### src/rtl/num_entry_ctrl.sv
`default_nettype none
// ============================================================================
// Module   : num_entry_ctrl
// Brief    : Operator number-entry controller. Edits a BCD digit buffer from
//            debounced button pulses, converts it to binary, and hands it to
//            the factorizer core over a REQ/ACK handshake, then waits for DONE
//            and holds the result-display state until the operator returns.
// Revision : 1.0 - initial release
// ============================================================================
module num_entry_ctrl #(
    parameter int DIGITS = 4,
    parameter int NW     = 14,
    parameter int CW     = 2
) (
    input  logic                CLK,
    input  logic                RST,
    input  logic [6:0]          BTN,
    output logic [4*DIGITS-1:0] DIG,
    output logic [CW-1:0]       CUR,
    output logic [NW-1:0]       NUM,
    output logic                REQ,
    input  logic                ACK,
    input  logic                DONE,
    output logic [2:0]          STATE,
    output logic                ERR
);

    typedef enum logic [2:0] {
        S_EDIT = 3'd0,
        S_CONV = 3'd1,
        S_REQ  = 3'd2,
        S_BUSY = 3'd3,
        S_SHOW = 3'd4
    } state_t;

    localparam logic [NW-1:0] c_TEN      = NW'(10);
    localparam logic [NW-1:0] c_TWO      = NW'(2);
    localparam logic [CW-1:0] c_LAST_CUR = CW'(DIGITS - 1);

    state_t              r_state, w_state_nxt;
    logic [4*DIGITS-1:0] r_dig,   w_dig_nxt;
    logic [CW-1:0]       r_cur,   w_cur_nxt;
    logic [NW-1:0]       r_num,   w_num_nxt;
    logic                r_req,   w_req_nxt;
    logic                r_err,   w_err_nxt;
    logic [NW-1:0]       r_acc,   w_acc_nxt;
    logic [CW-1:0]       r_idx,   w_idx_nxt;

    logic [3:0]          w_idx_dig;
    logic [3:0]          w_cur_dig;
    logic [NW-1:0]       w_acc_new;

    // One-hot priority decode: CLR > QUE > SEL > INC > DEC > RDY.
    logic w_clr, w_que, w_sel, w_inc, w_dec, w_rdy;
    assign w_clr = BTN[3];
    assign w_que = BTN[4] & ~BTN[3];
    assign w_sel = BTN[2] & ~BTN[4] & ~BTN[3];
    assign w_inc = BTN[0] & ~BTN[2] & ~BTN[4] & ~BTN[3];
    assign w_dec = BTN[1] & ~BTN[0] & ~BTN[2] & ~BTN[4] & ~BTN[3];
    assign w_rdy = BTN[5] & ~BTN[1] & ~BTN[0] & ~BTN[2] & ~BTN[4] & ~BTN[3];

    // State and datapath registers; every output comes straight from here.
    always_ff @(posedge CLK) begin
        if (RST) begin
            r_state <= S_EDIT;
            r_dig   <= '0;
            r_cur   <= '0;
            r_num   <= '0;
            r_req   <= 1'b0;
            r_err   <= 1'b0;
            r_acc   <= '0;
            r_idx   <= '0;
        end else begin
            r_state <= w_state_nxt;
            r_dig   <= w_dig_nxt;
            r_cur   <= w_cur_nxt;
            r_num   <= w_num_nxt;
            r_req   <= w_req_nxt;
            r_err   <= w_err_nxt;
            r_acc   <= w_acc_nxt;
            r_idx   <= w_idx_nxt;
        end
    end

    // Next-state, editing and conversion logic.
    always_comb begin
        w_state_nxt = r_state;
        w_dig_nxt   = r_dig;
        w_cur_nxt   = r_cur;
        w_num_nxt   = r_num;
        w_req_nxt   = r_req;
        w_err_nxt   = r_err;
        w_acc_nxt   = r_acc;
        w_idx_nxt   = r_idx;
        w_idx_dig   = 4'd0;
        w_cur_dig   = 4'd0;

        // Digit currently being converted and digit under the cursor.
        for (int k = 0; k < DIGITS; k++) begin
            if (r_idx == CW'(k)) w_idx_dig = r_dig[4*k +: 4];
            if (r_cur == CW'(k)) w_cur_dig = r_dig[4*k +: 4];
        end
        w_acc_new = (r_acc * c_TEN) + NW'(w_idx_dig);

        case (r_state)
            S_EDIT: begin
                if (w_clr) begin
                    w_dig_nxt = '0;
                    w_cur_nxt = '0;
                    w_err_nxt = 1'b0;
                end else if (w_que) begin
                    w_err_nxt   = 1'b0;
                    w_acc_nxt   = '0;
                    w_idx_nxt   = c_LAST_CUR;
                    w_state_nxt = S_CONV;
                end else if (w_sel) begin
                    w_err_nxt = 1'b0;
                    w_cur_nxt = (r_cur == c_LAST_CUR) ? '0 : r_cur + 1'b1;
                end else if (w_inc || w_dec) begin
                    w_err_nxt = 1'b0;
                    for (int k = 0; k < DIGITS; k++) begin
                        if (r_cur == CW'(k)) begin
                            if (w_inc)
                                w_dig_nxt[4*k +: 4] = (w_cur_dig == 4'd9) ? 4'd0 : w_cur_dig + 4'd1;
                            else
                                w_dig_nxt[4*k +: 4] = (w_cur_dig == 4'd0) ? 4'd9 : w_cur_dig - 4'd1;
                        end
                    end
                end
            end

            // Horner evaluation, most significant digit first, one per cycle.
            S_CONV: begin
                w_acc_nxt = w_acc_new;
                if (r_idx == '0) begin
                    if (w_acc_new < c_TWO) begin
                        w_err_nxt   = 1'b1;
                        w_state_nxt = S_EDIT;
                    end else begin
                        w_num_nxt   = w_acc_new;
                        w_req_nxt   = 1'b1;
                        w_state_nxt = S_REQ;
                    end
                end else begin
                    w_idx_nxt = r_idx - 1'b1;
                end
            end

            // ACK beats a simultaneous CLR: the core already took the job.
            S_REQ: begin
                if (ACK) begin
                    w_req_nxt   = 1'b0;
                    w_state_nxt = S_BUSY;
                end else if (w_clr) begin
                    w_req_nxt   = 1'b0;
                    w_dig_nxt   = '0;
                    w_cur_nxt   = '0;
                    w_state_nxt = S_EDIT;
                end
            end

            S_BUSY: begin
                if (DONE) w_state_nxt = S_SHOW;
            end

            S_SHOW: begin
                if (w_clr) begin
                    w_dig_nxt   = '0;
                    w_cur_nxt   = '0;
                    w_state_nxt = S_EDIT;
                end else if (w_rdy) begin
                    w_state_nxt = S_EDIT;
                end
            end

            default: begin
                w_state_nxt = S_EDIT;
                w_req_nxt   = 1'b0;
            end
        endcase
    end

    assign DIG   = r_dig;
    assign CUR   = r_cur;
    assign NUM   = r_num;
    assign REQ   = r_req;
    assign ERR   = r_err;
    assign STATE = r_state;

endmodule
`default_nettype wire

### config.mk
export PLATFORM = sky130hd
export DESIGN_NAME = num_entry_ctrl
export DESIGN_NICKNAME = d
export VERILOG_FILES = /design/src/rtl/num_entry_ctrl.sv
export SDC_FILE = /design/constraint.sdc
export NUM_CORES = 1
export LEC_CHECK = 0
export BUFFER_PORTS_ARGS = -buffer_cell sky130_fd_sc_hd__clkbuf_2
export CAP_MARGIN = 40
export CELL_PAD_IN_SITES_DETAIL_PLACEMENT = 1
export CELL_PAD_IN_SITES_GLOBAL_PLACEMENT = 1
export CORE_MARGIN = 3
export CORE_UTILIZATION = 45
export CTS_BUF_LIST = sky130_fd_sc_hd__clkbuf_2
export DETAILED_ROUTE_END_ITERATION = 7
export GPL_TIMING_DRIVEN = 0
export PLACE_DENSITY = 0.95
export SYNTH_ARGS = -nofsm -noshare
export SYNTH_HDL_FRONTEND = slang
export SYNTH_SLANG_ARGS = --single-unit
### constraint.sdc
create_clock -name CLK -period 4.7 [get_ports CLK]
set_clock_uncertainty 0.1 [all_clocks]
set_input_delay 1.175 -clock CLK [delete_from_list [all_inputs] [get_ports CLK]]
set_output_delay 1.175 -clock CLK [all_outputs]
set_load 0.1 [all_outputs]
======== After elaboration in Yosys (flattened, before gate mapping) ========
Cells that the tools add are included.
storage, ports and cells
  logic and storage cells ................. 147
  register bits ........................... 53
  input bits .............................. 11
cells by class
  reduce and logical (&&, ||, !) cells .... 19
  order comparisons ....................... 1
  mux-type cells .......................... 58
  add/subtract/negate cells ............... 5
  bitwise operators ....................... 22
  equal/unequal tests ..................... 30
  multiply operators ...................... 1
operators by type and width
  operator                                                                number
  16-bit 2-to-1 mux                                                       6
  4-bit 2-to-1 mux                                                        15
  16-bit one-hot mux with 3 select lines                                  1
  3-bit inequality test (second input constant)                           10
  6-bit AND reduction                                                     5
  14-bit 2-to-1 mux                                                       2
  14-bit one-hot mux with 2 select lines                                  1
  3-bit 2-to-1 mux                                                        8
  2-bit 2-to-1 mux                                                        10
  2-bit inequality test (second input constant)                           8
  4-bit AND reduction                                                     4
  1-bit bitwise AND                                                       15
  3-bit one-hot mux with 5 select lines                                   1
  14-bit by 4-bit adder with 14-bit output                                1
  14-bit by 2-bit < comparator with 1-bit output (second input constant)  1
  14-bit by 3-bit multiplier with 13-bit output (second input constant)   1
  1-bit 2-to-1 mux                                                        10
  2-bit equality test (second input constant)                             4
  1-bit NOT                                                               7
  3-bit by 2-bit equality test with 1-bit output (second input constant)  2
  2-bit one-hot mux with 3 select lines                                   1
  3-bit AND reduction                                                     2
  5-bit inequality test (second input constant)                           1
  4-bit by 1-bit adder with 4-bit output (second input constant)          1
  other kinds (17)                                                        19

======== Depth between registers and ports, before layout ========
  depth after elaboration ................. 14
  gate-level depth with buffers ........... 21

======== Worst setup path after synthesis ========
OpenSTA, ideal clock, no wires.
  path type ............................... flip-flop to flip-flop
  start ................................... register r_dig[1], in the netlist DIG[1]
  end ..................................... register r_num[0], in the netlist NUM[0]
  data required time ...................... 4472 ps
  cell stages (with the launch flop) ...... 19
  buffers on the path ..................... 1
  setup time .............................. 128 ps
  slack ................................... 456 ps
  data arrival time ....................... 4017 ps
  cell sequence ........................... dfxtp_1 > nand2_1 > nor2_1 > a21oi_1 > nor2_1 > a21oi_1 > o21ai_0 > ha_1 > fa_1 > a21oi_1 > or3_1 > nand2_1 > a31oi_1 > or4_1 > a2111oi_4 > a31oi_4 > buf_6 > mux2i_1 > nor2_1
on the way
  cells in the longest elaborated chain, start to end .. 8
ends and longest elaborated chain
  element                                         line  source
  from (decl)                                     41    logic [4*DIGITS-1:0] r_dig, w_dig_nxt;
  from (signal assigned)                          75    r_dig <= w_dig_nxt;
  4-bit 2-to-1 mux (4 in a row)                   100   if (r_idx == CW'(k)) w_idx_dig = r_dig[4*k +: 4];
  14-bit by 4-bit adder with 14-bit output        103   w_acc_new = (r_acc * c_TEN) + NW'(w_idx_dig);
  14-bit by 2-bit < comparator with 1-bit output  136   if (w_acc_new < c_TWO) begin
  1-bit NOT (no source line)                      --
  3-bit AND reduction (no source line)            --
  to (signal assigned)                            77    r_num <= w_num_nxt;
  to (decl)                                       43    logic [NW-1:0] r_num, w_num_nxt;
No other way between the ends.
A chain may end at the register's enable or synchronous reset.

======== Worst setup path after layout ========
  start ................................... register r_idx[0]
  end ..................................... register r_num[11], in the netlist NUM[11]
on the way
  cells in the longest elaborated chain, start to end .. 9
  elaborated cells on any way between the ends .. 12
  classes of those cells .................. add/sub (1); order compare (1); eq/ne (3); mux (4); bitwise (1); reduce/logical (2)
ends and longest elaborated chain
  element                                         line      source
  from (decl)                                     47        logic [CW-1:0] r_idx, w_idx_nxt;
  from (signal assigned)                          81        r_idx <= w_idx_nxt;
  2-bit zero test                                 100, 135
  4-bit 2-to-1 mux (4 in a row)                   100
  14-bit by 4-bit adder with 14-bit output        103
  14-bit by 2-bit < comparator with 1-bit output  136
  1-bit NOT (no source line)                      --
  3-bit AND reduction (no source line)            --
Several ways; a longest one is shown, not always the timed one.

==> run_results.csv <==
group,metric,value,unit
status,status,"complete, no violations",
logic_synthesis,postSynthAreaPerCell,8.22,µm²
power_and_ir_drop,pwr-share-clk,0.116,
critical_path,cp_max_fo,10,
drt,routed-via-count,3404,
global_routing,antenna_found_initial,0,
final_layout,fin_nets,524,
final_layout,syn2layout_area_growth,11.7,%
hold_path,hold_end,"ERR",
hold_path,whs_path_depth,2,
global_routing,gr-total-overflow,0,
clock_tree,cts_buffer_depth,2,
clock_tree,path_clk_slew,0.28,ns
final_layout,utilization,0.531,
floorplanning,initial_utilization,0.476,
power_and_ir_drop,swShare,0.547,
logic_synthesis,synth-xor-area-share,0.0493,
drt,post_drt_via_cell_ratio,5.86,
placement,gp_congestion,0.899,
drt,firstDrtPassIters,4,
logic_synthesis,synth.area.mux_share,0.0767,
hold_path,worstHoldPathType,"register to register",
flow_run,maxCapViolCount,0,
placement,portBuffers,45,
clock_tree,root_buffer,"clkbuf_2",
logic_synthesis,synth_fa_ha_area_frac,0.118,
logic_synthesis,ys_seq_area_frac,0.295,
logic_synthesis,synth_edf_count,0,
logic_synthesis,syn_area,0.00352,mm²
clock_tree,numCtsBuffers,5,
sta,maxSlewHeadroom,0.497,
drt,drcViolationCount,0,
global_routing,grt_pass1_vias,3568,
sta,hold_viol,0,
logic_synthesis,synth_cells,429,
critical_path,r2r_start,"r_idx[0]",
critical_path,endpoint_kind,"register",
clock_tree,insertion_delay,0.50,ns
floorplanning,rows,31,
sta,fin_tns_setup,0,ns
critical_path,critPathLaunchType,"register",
global_routing,grt_max_degree,19,
power_and_ir_drop,cellPowerDensity,460,mW/mm²
drt,drt-initial-drc-count,107,
power_and_ir_drop,power.switching,0.000991,W
final_layout,finalInstanceArea,0.00394,mm²
final_layout,final_layout_size_suffix_gt1_frac,0.145,
critical_path,worstSetupPathType,"register to register",
clock_tree,cts_tree,"yes",
placement,post_dp_cell_area,0.00387,mm²
critical_path,critPathTopFamily,"simple AND/OR/NAND/NOR gates",
logic_synthesis,ys.flop_type,"dfxtp_1",
critical_path,reg2reg_to,"NUM[11]",
hold_path,worst_hold_startpoint,"ERR",
power_and_ir_drop,p_leak,1.69,nW
critical_path,critPathSlowestCell,"or4_1",
placement,dpl.hpwl,8130,µm
power_and_ir_drop,p_int,0.000821,W
logic_synthesis,synth_top_family_by_area,"simple AND/OR/NAND/NOR gates",
drt,wl,10200,µm
clock_tree,hold_buffers,0,
power_and_ir_drop,seqPwrFrac,0.309,
floorplanning,fp.dieH,94.5,µm
sta,drv_slew,0,
global_routing,track_usage,0.236,
critical_path,worst_path_largest_cell_delay,0.59,ns
critical_path,worstRegToRegCells,19,
sta,rsz0062_at_grt,"false",
logic_synthesis,yosysWarnings,0,
logic_synthesis,syn-num-nets,472,
power_and_ir_drop,combPwrFrac,0.575,
final_layout,layout_common_cells,"83 x nor2_1, 51 x dfxtp_1, 50 x clkbuf_2, 30 x a21oi_1, 29 x ha_1",
critical_path,crit_chain,"inv_1 > ha_2 > nand2_1 > nor2_1 > a21oi_1 > nor2_1 > a21oi_1 > o21ai_1 > fa_1 > a21oi_2 > or3_1 > nand2_1 > a31oi_1 > or4_1 > a2111oi_4 > a31oi_4 > buf_6 > mux2i_1 > nor2_1",
logic_synthesis,synth_compound_area_frac,0.201,
critical_path,path_buf_inv,2,
final_layout,diodes,0,
critical_path,path_common_cell,"nor2_1",
critical_path,cp.required,4.98,ns
floorplanning,io-pin-count,48,
sta,fmax,227,MHz
logic_synthesis,ys_ff_latch,52,
sta,setup_violations,0,
logic_synthesis,ys_types,57,
drt,post_drt_wl_per_cell,17.6,µm
clock_tree,cts.sinks,52,
logic_synthesis,synth-simple-area-share,0.222,
global_routing,grt_pass1_wl,16800,µm
floorplanning,core,0.00741,mm²
sta,period_minus_slack,4.40,ns
final_layout,final_common_cell,"nor2_1",
critical_path,cp-startpoint,"r_idx[0]",
logic_synthesis,async_flop_share,0,
power_and_ir_drop,vdd_drop_max,138,µV
drt,ant_nets,0,
critical_path,cp.arrival,4.68,ns
floorplanning,die_w,94.5,µm
sta,period_share,0.935,
critical_path,r2r_slack,0.30,ns
sta,tightest_slew,0.750,ns
clock_tree,htree_levels,2,
floorplanning,die-area,0.00893,mm²
worst min-delay path: stages (launching register included):
cell	delay (ns)
dfxtp_1	0.37
o41ai_1	0.06
a21oi_1	0.06
timing repair:
| item | in CTS | in global routing |
|---|---|---|
| endpoints found under the setup margin | 10 | 14 |
| gates resized for setup | 1 | 3 |
| setup buffers | 0 | 1 |
| pin swaps | 1 | 1 |
cell type report:
| cell class | instances | area [µm²] |
|---|---|---|
| sequential | 52 | 1040 |
| inverter | 15 | 56.3 |
| clock buffer | 5 | 25.0 |
| multi-input combinational | 344 | 2360 |
| fill | 929 | 3470 |
| timing repair buffer | 46 | 233 |
| tap | 99 | 124 |
| buffer | 17 | 73.8 |
| clock inverter | 3 | 26.3 |
registers in the layout (all words and copies together) (netlist names):
register  count
CUR           2
DIG          16
ERR           1
NUM          14
REQ           1
STATE         3
r_acc        13
r_idx         2
metrics by stage:
stage               total power, W  worst slack, ns  hold slack, ns  instances
finish                     0.00181            0.304           0.400        581
global route               0.00191          0.00727           0.438        581
CTS                        0.00179           0.0255           0.405        581
detailed placement         0.00158          -0.0270           0.377        573
global placement           0.00154            0.212           0.355        573
floorplan                  0.00137            0.456           0.370        429
routing by layer:
metal  GRT usage  share of wire  up-vias  wire length, µm
met5           0              0        -                0
met4       0.121          0.041        0              416
met3      0.0303          0.038       38              390
met2       0.433           0.51       92             5260
met1       0.266           0.41     1645             4170
li1            -              -     1629                -
how the worst max path moves through the flow:
stage,end,cells past startpoint
5_1_grt,NUM[11],19
6_report,NUM[11],19
4_1_cts,NUM[11],20
3_5_place_dp,NUM[11],19
2_1_floorplan,NUM[0],18
3_3_place_gp,NUM[11],21
synth_stat cells (all sizes together) (3+ instances only):
library cell | instances | area (µm²)
xnor2 | 10 | 87.6
nand2 | 25 | 93.8
a22oi | 13 | 97.6
inv | 15 | 56.3
nand3 | 8 | 45.0
a31oi | 6 | 52.6
o21a | 4 | 30.0
nor2b | 8 | 50.1
a21o | 4 | 30.0
nor3b | 3 | 22.5
a311oi | 6 | 52.6
and2 | 7 | 43.8
mux2i | 27 | 270
xor2 | 9 | 86.3
buf | 4 | 25.0
nand3b | 6 | 45.0
a21oi | 32 | 164
o21ai | 13 | 65.1
a2111oi | 3 | 45.1
nand2b | 8 | 50.1
nor3 | 6 | 30.0
or3 | 3 | 23.8
dfxtp | 52 | 1040
nor2 | 83 | 312
clkbuf | 14 | 52.6
ha | 30 | 375
kinds of logic (layout without fill, tap and decap cells):
kind of cell | Yosys count | after routing
and+or+nand+nor | 166 | 166
AOI/OAI and AO/OA | 100 | 100
DFF | 52 | 52
buffers and inverters | 33 | 86
adders and majority gates | 32 | 32
muxes | 27 | 27
xor gates and xnor gates | 19 | 19
power groups by stage:
stage	Combinational (W)	Sequential, W	Clock (W)
after detailed placement	0.00102	0.000567	0
after global placement	0.000976	0.000561	0
after CTS	0.00102	0.000558	0.000211
after global routing	0.00112	0.000568	0.000228
after floorplan	0.000499	0.000871	0
final	0.00104	0.000560	0.000210
No activity file was read; power rests on OpenSTA's default activity.
